$ cat config.mk
export PLATFORM = sky130hd
export DESIGN_NAME = gf3_lazy_mac
export DESIGN_NICKNAME = d
export VERILOG_FILES = /design/src/rtl/gf3_pkg.sv /design/src/rtl/gf3_fold.sv /design/src/rtl/gf3_lazy_mac.sv
export SDC_FILE = /design/constraint.sdc
export NUM_CORES = 1
export LEC_CHECK = 0
export BUFFER_PORTS_ARGS = -buffer_cell sky130_fd_sc_hd__buf_2
export CORE_MARGIN = 5
export CORE_UTILIZATION = 40
export CTS_BUF_LIST = sky130_fd_sc_hd__clkbuf_16
export CTS_CLUSTER_DIAMETER = 40
export DETAILED_ROUTE_END_ITERATION = 16
export PLACE_DENSITY_LB_ADDON = 0.3
export SYNTH_ARGS = -nofsm -noshare
export SYNTH_HDL_FRONTEND = slang
export SYNTH_SLANG_ARGS = --single-unit
$ cat constraint.sdc
create_clock -name clk -period 3.4 [get_ports clk]
set_clock_uncertainty 0.05 [all_clocks]
set_input_delay 0 -clock clk [delete_from_list [all_inputs] [get_ports clk]]
set_output_delay 0 -clock clk [all_outputs]
set_load 0.03 [all_outputs]
$ cat src/rtl/gf3_pkg.sv
// Shared GF(3) types and constants for the lazy MAC and its fold stage.
package gf3_pkg;

    typedef logic [1:0] trit_t;

    localparam logic [2:0] GF3_Q          = 3'd3;
    localparam logic [3:0] GF3_FOLD_LIMIT = 4'd8;
    localparam logic [3:0] GF3_FOLD_SUB   = 4'd6;

    typedef enum logic {ACC, OUT} state_t;

endpackage

$ cat src/rtl/gf3_fold.sv
// Combinational add-and-fold of a product into the lazy mod-3 accumulator.
// GF3_MAC_REDUCE_EN selects a fully reduced (0..2) result output.
module gf3_fold
    import gf3_pkg::*;
(
    input  logic [2:0] acc,
    input  logic [2:0] p,
    output logic [2:0] acc_next,
    output logic [2:0] result
);

    logic [3:0] s;

    always_comb begin
        s = {1'b0, acc} + {1'b0, p};
        // Subtracting 6 keeps the value congruent mod 3 and back inside 3 bits.
        if (s >= GF3_FOLD_LIMIT) begin
            acc_next = 3'(s - GF3_FOLD_SUB);
        end else begin
            acc_next = s[2:0];
        end
    end

`ifdef GF3_MAC_REDUCE_EN
    logic [2:0] r1;

    always_comb begin
        r1     = (acc_next >= GF3_Q) ? acc_next - GF3_Q : acc_next;
        result = (r1 >= GF3_Q) ? r1 - GF3_Q : r1;
    end
`else
    assign result = acc_next;
`endif

endmodule

$ cat src/rtl/gf3_lazy_mac.sv
// Sequential GF(3) dot-product engine with lazy 3-bit accumulation and a
// valid/ready result port. Define GF3_MAC_REDUCE_EN for a fully reduced out_data.
module gf3_lazy_mac
    import gf3_pkg::*;
#(
    parameter int unsigned N_TERMS = 4
) (
    input  logic       clk,
    input  logic       rst,
    input  logic [1:0] in_a,
    input  logic [1:0] in_b,
    input  logic       in_valid,
    output logic       in_ready,
    output logic [2:0] out_data,
    output logic       out_valid,
    input  logic       out_ready,
    output logic       err
);

    localparam int unsigned CNT_W = $clog2(N_TERMS + 1);

    state_t           state, state_next;
    logic [2:0]       acc;
    logic [CNT_W-1:0] cnt;
    trit_t            a, b;
    logic [2:0]       p;
    logic [2:0]       acc_next;
    logic [2:0]       result;
    logic             illegal;
    logic             xfer;
    logic             last;

    assign illegal = (in_a == 2'd3) || (in_b == 2'd3);
    assign a       = (in_a == 2'd3) ? '0 : in_a;
    assign b       = (in_b == 2'd3) ? '0 : in_b;
    assign p       = {1'b0, a} * {1'b0, b};
    assign xfer    = in_valid && in_ready;
    assign last    = (cnt == CNT_W'(N_TERMS - 1));

    gf3_fold u_fold (
        .acc      (acc),
        .p        (p),
        .acc_next (acc_next),
        .result   (result)
    );

    always_ff @(posedge clk or posedge rst) begin
        if (rst) begin
            state <= ACC;
        end else begin
            state <= state_next;
        end
    end

    always_comb begin
        state_next = state;
        in_ready   = 1'b0;
        out_valid  = 1'b0;
        case (state)
            ACC: begin
                in_ready = 1'b1;
                if (in_valid && last) begin
                    state_next = OUT;
                end
            end
            OUT: begin
                out_valid = 1'b1;
                if (out_ready) begin
                    state_next = ACC;
                end
            end
            default: state_next = ACC;
        endcase
    end

    always_ff @(posedge clk or posedge rst) begin
        if (rst) begin
            acc      <= '0;
            cnt      <= '0;
            out_data <= '0;
            err      <= 1'b0;
        end else if (xfer) begin
            err <= err | illegal;
            if (last) begin
                out_data <= result;
                acc      <= '0;
                cnt      <= '0;
            end else begin
                acc <= acc_next;
                cnt <= cnt + 1'b1;
            end
        end
    end

endmodule

==> flow_summary.ini <==
[status]
status = completed

[cts]
tritoncts = built
clkSinkCount = 11
cts_made_buffers = 3
path_clk_slew_ns = 0.04
clock_tree.root_cell = clkbuf_16
post_cts_buffers = 0
cts_buffer_depth = 2
htree_num_levels = 1
clk_latency_ns = 0.24

[placement]
gp_congestion = 0.703
portBuffers = 13
dp_hpwl_um = 867

[global_route]
grt_usage = 0.107
grt_start_max_net_pins = 12
antenna_found_initial = 0
overflow = 0
grt_pass1_wl_mm = 1.98
grt_pass1_vias = 457

[route]
routed_wl_mm = 1.08
dr.pass1.iters = 2
vias = 448
route.detailed.drc = 0
avgViaCountPerCell = 5.09
antenna_left = 0
wl_per_cell_um = 12.3
drt_iter0_drc = 3

[sta]
hold_viol_final = 0
grt_setup_unrepaired = false
fmax_mhz = 504
setup_tns_ns = 0
fin_crit_ns = 1.98
slew_viol_final = 0
slew_headroom = 0.731
tightest_slew_ns = 0.403
setup_viol = 0
finalCritPeriodShare = 0.583

[worst_setup_path]
cp-end-kind = flop
path_class = reg2reg
arrival_ns = 2.05
critPathLaunchType = flop
cp_data_required_time_ns = 3.47
path_max_fanout = 3

[synth]
ys_warn_count = 0
netlist_instances = 52
synth_area_um2 = 633
ys_ff_latch = 11
avgSynthCellArea_um2 = 12.2
ys_types = 24
synth_fp_nets = 66
synth-seq-area-share = 0.435

[floorplan]
core_mm2 = 0.00151
start_util = 0.420
io_pins = 14
die-area_mm2 = 0.00248
die_w_um = 49.8
fp-row-count = 14
die_y_um = 49.8

[final_layout]
nets = 87
diodes = 0
nFillCells = 139
final_layout_size_suffix_gt1_frac = 0.347
regArea_um2 = 275
syn_to_final_growth_pct = 30.6
multi_input_area_um2 = 347
utilization = 0.549

[power_and_ir_drop]
p_comb_frac = 0.394
p_int_uw = 456
seqPwrFrac = 0.304
swShare = 0.342
leakage_nw = 0.422
ir_drop_uv = 387
cellPowerDensity_mw_per_mm2 = 838
clock_power_share = 0.302
p_sw_uw = 237

[min_path]
hp-class = in2reg

[run]
cap_violations = 0
-- cell families after synthesis --
family	Yosys count	synth area share
AND/OR/NAND/NOR	13	0.142
AO/OA/AOI/OAI	12	0.156
flip-flops	11	0.435
adder cells (fa/ha/maj)	6	0.130
multiplexers	4	0.0771
XOR/XNOR	3	0.0415
buffers and inverters	3	0.0178
-- registers in the layout (all words and copies together) (netlist names) --
register and cells:
out_data 3, err 1, cnt 3, acc 3, state 1
-- synthesized netlist by cell type (all sizes together) --
cell	n	share of area
a31oi	1	0.0099
a21oi	2	0.022
nand2b	6	0.059
nand3b	1	0.012
nor3b	1	0.030
a21o	1	0.012
nand2	1	0.018
dfrtp	11	0.43
inv	3	0.018
xnor2	1	0.014
a22oi	1	0.012
o21bai	2	0.024
o211ai	1	0.020
fa	1	0.032
a22o	4	0.057
nor2	4	0.024
mux2	4	0.077
xor2	2	0.028
ha	5	0.099
-- power groups by stage --
stage          Clock [mW]  Combinational (mW)  Sequential [mW]
6_report            0.209               0.273            0.211
5_1_grt             0.224               0.298            0.217
4_1_cts             0.215               0.278            0.212
3_5_place_dp            0               0.275            0.213
3_3_place_gp            0               0.265            0.212
2_1_floorplan           0               0.173            0.248
-- path summary, 6_finish.rpt --
kind,startpoint,endpoint,slack (ns),depth (start not counted)
worst max-delay path,acc[0],out_data[2],1.42,6
worst min-delay path,in_a[0],err,0.03,3
worst max register to register,acc[0],out_data[2],1.42,6
worst min register to register,err,err,0.41,1
max in group asynchronous,rst,err,2.77,3
min in group asynchronous,rst,state,0.24,3
-- area by class of cell --
cell class              instances  share of cell area
clock inverters                 1             0.00454
repair buffers                 16               0.115
clock buffers                   3              0.0908
multi-input cells              38               0.419
inverters                       3              0.0136
well taps                      16              0.0242
flip-flops and latches         11               0.333
-- critical path: stages, from the launching register on --
cell and delay, ns:
dfrtp_1 0.37, ha_1 0.23, fa_1 0.54, nand2b_1 0.14, o211ai_2 0.09, xor2_1 0.17
mux2_2 0.27
-- what timing repair did --
action,4_1_cts,5_1_grt
gates resized for setup,0,0
hold endpoints to repair,13,0
hold buffers,3,0
-- cell usage in the layout, fill, tap and decap left out --
cell type | synthesis | final
inv_2 | 1 | 1
nor2_1 | 4 | 4
a22o_2 | 1 | 1
a22oi_1 | 1 | 1
nand3b_1 | 1 | 1
xnor2_1 | 1 | 1
nand2b_1 | 6 | 6
xor2_1 | 2 | 2
a31oi_1 | 1 | 1
nor3b_4 | 1 | 1
nand2_4 | 1 | 1
a21oi_1 | 1 | 1
fa_1 | 1 | 1
a21oi_2 | 1 | 1
buf_2 | 0 | 13
ha_1 | 5 | 5
dlygate4sd3_1 | 0 | 3
mux2_2 | 2 | 2
inv_1 | 2 | 3
a21o_1 | 1 | 1
dfrtp_1 | 11 | 11
mux2_4 | 1 | 1
clkbuf_16 | 0 | 3
mux2_1 | 1 | 1
o211ai_2 | 1 | 1
o21bai_1 | 2 | 2
a22o_1 | 3 | 3
-- metrics by stage --
stage	hold WS (ns)	instance area, um2	total power [mW]	worst slack [ns]	instances
6_report	0.0290	827	0.693	1.42	88
5_1_grt	0.0642	827	0.739	1.35	88
2_1_floorplan	-0.198	633	0.420	1.54	52
3_5_place_dp	-0.0431	718	0.488	1.34	81
3_3_place_gp	-0.0433	718	0.476	1.40	81
4_1_cts	0.0313	827	0.705	1.41	88
-- layer usage --
layer,wire length [um],GRT usage
met1,451,0.121
met2,520,0.161
met3,78,0.0422
met4,30,0.0786
met5,0,0
Note: power is estimated with default switching activity, not from simulation.
